$ cat config.mk
export PLATFORM = sky130hd
export DESIGN_NAME = bus_arbiter_rr
export DESIGN_NICKNAME = d
export VERILOG_FILES = /design/src/rtl/bus_arbiter_rr.sv
export SDC_FILE = /design/constraint.sdc
export NUM_CORES = 1
export LEC_CHECK = 0
export ABC_AREA = 1
export BUFFER_PORTS_ARGS = -buffer_cell sky130_fd_sc_hd__buf_4
export CORE_UTILIZATION = 35
export DETAILED_ROUTE_END_ITERATION = 8
export HOLD_SLACK_MARGIN = 0.08
export PLACE_DENSITY = 0.64
export RECOVER_POWER = 25
export SLEW_MARGIN = 15
export SYNTH_ARGS = -nofsm -noshare
export SYNTH_HDL_FRONTEND = slang
export SYNTH_SLANG_ARGS = --single-unit
$ cat constraint.sdc
create_clock -name clk -period 1.3 [get_ports clk]
set_input_delay 0.065 -clock clk [delete_from_list [all_inputs] [get_ports clk]]
set_output_delay 0.065 -clock clk [all_outputs]
set_load 0.005 [all_outputs]
$ cat src/rtl/bus_arbiter_rr.sv
// Round-robin bus arbiter.
// Grants one master at a time, holds the grant until the transaction ends,
// the master withdraws its request, or the hold limit is reached. Each release
// is followed by a single idle turnaround cycle before the next grant.
module bus_arbiter_rr #(
  parameter int NUM_MASTERS    = 2,
  parameter int SEL_WIDTH      = 1,
  parameter int TIMEOUT_CYCLES = 1024,
  parameter int CNT_WIDTH      = 11
) (
  input  logic                   clk,
  input  logic                   rst,
  input  logic [NUM_MASTERS-1:0] m_req,
  input  logic                   trans_done,
  output logic [NUM_MASTERS-1:0] m_grant,
  output logic [SEL_WIDTH-1:0]   m_sel,
  output logic                   bus_busy,
  output logic                   timeout
);

  typedef enum logic [1:0] {
    ST_IDLE  = 2'd0,
    ST_GRANT = 2'd1,
    ST_TURN  = 2'd2
  } state_t;

  localparam int                     SW1       = SEL_WIDTH + 1;
  localparam logic [CNT_WIDTH-1:0]   CNT_LIMIT = CNT_WIDTH'(TIMEOUT_CYCLES - 1);
  localparam logic [CNT_WIDTH-1:0]   CNT_MAX   = '1;
  localparam logic [CNT_WIDTH-1:0]   CNT_ONE   = CNT_WIDTH'(1);
  localparam logic [SEL_WIDTH-1:0]   LAST_IDX  = SEL_WIDTH'(NUM_MASTERS - 1);
  localparam logic [SW1-1:0]         NUM_M_W   = SW1'(NUM_MASTERS);
  localparam logic [NUM_MASTERS-1:0] GRANT_ONE = NUM_MASTERS'(1);

  state_t                 state_q, state_d;
  logic [NUM_MASTERS-1:0] grant_q, grant_d;
  logic [SEL_WIDTH-1:0]   sel_q, sel_d;
  logic [SEL_WIDTH-1:0]   last_ptr_q, last_ptr_d;
  logic [CNT_WIDTH-1:0]   cnt_q, cnt_d;
  logic                   busy_q, busy_d;
  logic                   timeout_d;

  // Candidate master for each round-robin offset (offset 1 = just after last_ptr).
  logic [SEL_WIDTH-1:0]   cand_idx [NUM_MASTERS];
  logic [NUM_MASTERS-1:0] cand_req;
  logic                   pick_valid;
  logic [SEL_WIDTH-1:0]   pick_idx;

  for (genvar gi = 0; gi < NUM_MASTERS; gi++) begin : g_cand
    logic [SW1-1:0] sum;
    assign sum          = {1'b0, last_ptr_q} + SW1'(gi + 1);
    assign cand_idx[gi] = (sum >= NUM_M_W) ? SEL_WIDTH'(sum - NUM_M_W) : SEL_WIDTH'(sum);
    assign cand_req[gi] = m_req[cand_idx[gi]];
  end

  // Pick the requesting candidate with the smallest offset from last_ptr.
  always_comb begin
    pick_valid = 1'b0;
    pick_idx   = '0;
    for (int i = NUM_MASTERS - 1; i >= 0; i--) begin
      if (cand_req[i]) begin
        pick_valid = 1'b1;
        pick_idx   = cand_idx[i];
      end
    end
  end

  // Next-state and timeout pulse; release causes are checked done, drop, then limit.
  always_comb begin
    state_d    = state_q;
    grant_d    = grant_q;
    sel_d      = sel_q;
    last_ptr_d = last_ptr_q;
    cnt_d      = cnt_q;
    busy_d     = busy_q;
    timeout_d  = 1'b0;
    case (state_q)
      ST_IDLE: begin
        if (pick_valid) begin
          grant_d    = GRANT_ONE << pick_idx;
          sel_d      = pick_idx;
          last_ptr_d = pick_idx;
          cnt_d      = '0;
          busy_d     = 1'b1;
          state_d    = ST_GRANT;
        end
      end
      ST_GRANT: begin
        if (cnt_q != CNT_MAX) begin
          cnt_d = cnt_q + CNT_ONE;
        end
        if (trans_done || !m_req[sel_q] || (cnt_q == CNT_LIMIT)) begin
          grant_d = '0;
          busy_d  = 1'b0;
          state_d = ST_TURN;
          // Forced release is only flagged when nothing else ended the grant.
          timeout_d = !trans_done && m_req[sel_q];
        end
      end
      ST_TURN: begin
        state_d = ST_IDLE;
      end
      default: begin
        state_d = ST_IDLE;
      end
    endcase
  end

  // State register; reset hands first priority to master 0.
  always_ff @(posedge clk) begin
    if (rst) begin
      state_q    <= ST_IDLE;
      grant_q    <= '0;
      sel_q      <= '0;
      last_ptr_q <= LAST_IDX;
      cnt_q      <= '0;
      busy_q     <= 1'b0;
    end else begin
      state_q    <= state_d;
      grant_q    <= grant_d;
      sel_q      <= sel_d;
      last_ptr_q <= last_ptr_d;
      cnt_q      <= cnt_d;
      busy_q     <= busy_d;
    end
  end

  assign m_grant  = grant_q;
  assign m_sel    = sel_q;
  assign bus_busy = busy_q;
  assign timeout  = timeout_d;

endmodule
==> results.json <==
{
  "combinationalPowerShare_pct": 19.9,
  "io_buffers": 9,
  "final_util_pct": 52.2,
  "nNetsFinal": 167,
  "cts_inserted_buffers": 3,
  "p_per_area_mw_per_mm2": 893,
  "initial_core_util_pct": 37.5,
  "ir_drop_v": 0.000711,
  "yosys.area.top_type_share_pct": 38.1,
  "crit_required_ns": 1.24,
  "hold_viol": 0,
  "p_sw_share_pct": 27.8,
  "worst_pin_slew_ns": 0.517,
  "die_h_um": 54.0,
  "path_clk_slew_ns": 0.10,
  "worstHoldPathType": "in2reg",
  "postRouteAntennaNets": 0,
  "drtIter0Drc": 13,
  "post-route-min-period_ns": 1.39,
  "ioPinCount": 10,
  "critPathMaxFanout": 3,
  "synth_area_um2": 945,
  "grt_max_degree": 11,
  "antenna_found_initial": 0,
  "ys_warn_count": 0,
  "final_max_slew_viol_count": 0,
  "grt_overflow": 0,
  "grt_usage_pct": 16.8,
  "diodes": 0,
  "rsz0062_at_grt": "yes",
  "relSlewSlack_pct": 65.1,
  "status": "finished with violations",
  "worst_slack_ns": -0.0883,
  "synthCells": 132,
  "routed_via_density": 4.95,
  "avgRoutedWirePerCell_um": 11.7,
  "clkPwrFrac_pct": 29.3,
  "worst_setup_path_start_kind": "flop",
  "synthTopCellsByArea": "dfxtp_1, nand2_1, a21oi_1, nand3_1, nor2_1",
  "root_buffer": "clkbuf_4",
  "htree_levels": 1,
  "wl_um": 2220,
  "die_w_um": 54.0,
  "max-clock-path-buffers": 2,
  "hpwlAfterDp_um": 1520,
  "sequentialPowerShare_pct": 50.9,
  "drv_cap": 0,
  "routabilityCongestion": 0.813,
  "synth_nets": 138,
  "ys_ff_latch": 18,
  "core_mm2": 0.00252,
  "avgSynthCellArea_um2": 7.16,
  "drt_pass1_iterations": 4,
  "cp.arrival_ns": 1.32,
  "timing.fmax_mhz": 720,
  "dieArea_mm2": 0.00291,
  "path_class": "reg2out",
  "violations": "negative setup slack",
  "fin_cells": 190,
  "finalSetupViolCount": 8,
  "insertion_delay_ns": 0.29,
  "cts.sinks": 18,
  "period_share_pct": 107,
  "end_kind": "primary output",
  "num_vias": 940,
  "syn_to_final_growth_pct": 39.3,
  "cts_tree": "yes",
  "yosysSeqAreaShare_pct": 38.1,
  "finClkSkew_ns": 0.00138,
  "drc_errors": 0,
  "p_switching_mw": 0.327,
  "p_int_mw": 0.848,
  "drive_gt1_share_pct": 41.3,
  "num_rows": 18,
  "yosysTopAreaCell": "dfxtp_1",
  "finalPower_mw": 1.18,
  "grt_pass1_vias": 810,
  "grt_pass1_wl_um": 3510,
  "p_leak_nw": 0.606,
  "synth_cell_type_count": 25,
  "dpl.cell_count": 176
}
per-layer routing:
metal  share of wire [%]  up-vias  GRT usage, %
li1                    -      481             -
met1                  42      437          21.0
met2                  53       18          28.6
met3                 2.4        4          1.69
met4                 2.4        0          7.46
met5                   0        -             0
sequential cells by signal, indices dropped and copies added, names as in the netlist:
register / count
m_grant: 2
cnt_q: 11
last_ptr_q: 1
m_sel: 1
bus_busy: 1
state_q: 2
cell type report:
class,instances,area [um2]
clock buffers,4,36.3
fillers,241,1210
inverters,17,66.3
multi-input cells,97,619
flip-flops and latches,18,367
well taps,30,37.5
repair buffers,24,190
critical path, stage by stage (launching register included):
cell and delay (ns):
dfxtp_2 0.36, ha_4 0.15, nand2_4 0.07, nor2_8 0.10, nand3_2 0.09, nor3_2 0.13
buf_4 0.13
Yosys cell counts:
| library cell | number |
|---|---|
| nand2_2 | 2 |
| dfxtp_1 | 18 |
| o211ai_1 | 1 |
| nand4_1 | 1 |
| nand3_4 | 2 |
| nand3_1 | 11 |
| o21ai_1 | 2 |
| a21oi_1 | 13 |
| a21o_1 | 1 |
| nand2_1 | 34 |
| nor2_8 | 1 |
| inv_1 | 12 |
| buf_2 | 1 |
| nand2_8 | 1 |
| inv_4 | 1 |
| ha_1 | 1 |
| or2_2 | 2 |
| inv_2 | 3 |
| nor2_1 | 13 |
| nor2_4 | 1 |
| o21ai_0 | 6 |
| nor3_1 | 1 |
| nand2_4 | 1 |
| clkinv_1 | 1 |
| o21bai_1 | 2 |
layout by cell type, fill, tap and decap left out, types with 4 or more instances in the layout:
cell / instances
buf_4: 19
o21ai_0: 4
dfxtp_2: 5
inv_1: 12
dfxtp_1: 13
nand2_1: 30
nand3_1: 8
nor2_1: 9
a21oi_2: 4
nand2_4: 5
a21oi_1: 9
clkbuf_4: 5
final timing paths:
check | end | depth (start not counted) | slack [ns] | startpoint
max | timeout | 6 | -0.09 | cnt_q[0]$_SDFFE_PP0P_
min | m_grant[0]$_SDFFE_PP0P_ | 3 | 0.1 | m_req[0]
max reg2reg | cnt_q[9]$_SDFFE_PP0P_ | 10 | -0.08 | cnt_q[0]$_SDFFE_PP0P_
min reg2reg | bus_busy$_SDFFE_PP0P_ | 2 | 0.47 | bus_busy$_SDFFE_PP0P_
cells by family (layout without fill, tap and decap cells):
family | after synthesis | count (layout) | synth area share (%)
and+or+nand+nor | 70 | 71 | 38.7
buffers and inverters | 18 | 45 | 7.55
DFF | 18 | 18 | 38.1
adders and majority gates | 1 | 1 | 1.32
AOI/OAI and AO/OA | 25 | 25 | 14.3
stage by stage:
step           setup TNS, ns  hold slack [ns]  worst slack [ns]  cell area (um2)
6_report              -0.400           0.0980           -0.0883             1320
5_1_grt                -1.42            0.105            -0.187             1320
4_1_cts               -0.530           0.0955            -0.111             1190
3_5_place_dp          -0.620            0.331           -0.0805             1090
3_3_place_gp         -0.0765            0.330           -0.0251             1090
2_1_floorplan              0            0.247            0.0397              945
power by group through the flow:
| stage | clock [mW] | sequential [mW] | combinational [mW] |
|---|---|---|---|
| 3_3_place_gp | 0 | 0.606 | 0.180 |
| 5_1_grt | 0.380 | 0.602 | 0.255 |
| 3_5_place_dp | 0 | 0.607 | 0.182 |
| 6_report | 0.344 | 0.598 | 0.233 |
| 4_1_cts | 0.355 | 0.598 | 0.199 |
| 2_1_floorplan | 0 | 0.606 | 0.113 |
what timing repair did:
action | 4_1_cts | 5_1_grt
hold buffers | 1 | 0
resized for setup | 8 | 25
pin swaps | 1 | 12
cloned | 0 | 1
hold endpoints to repair | 9 | 0
setup endpoints to repair | 14 | 14
setup buffers | 3 | 5
Note: power is estimated with default switching activity, not from simulation.
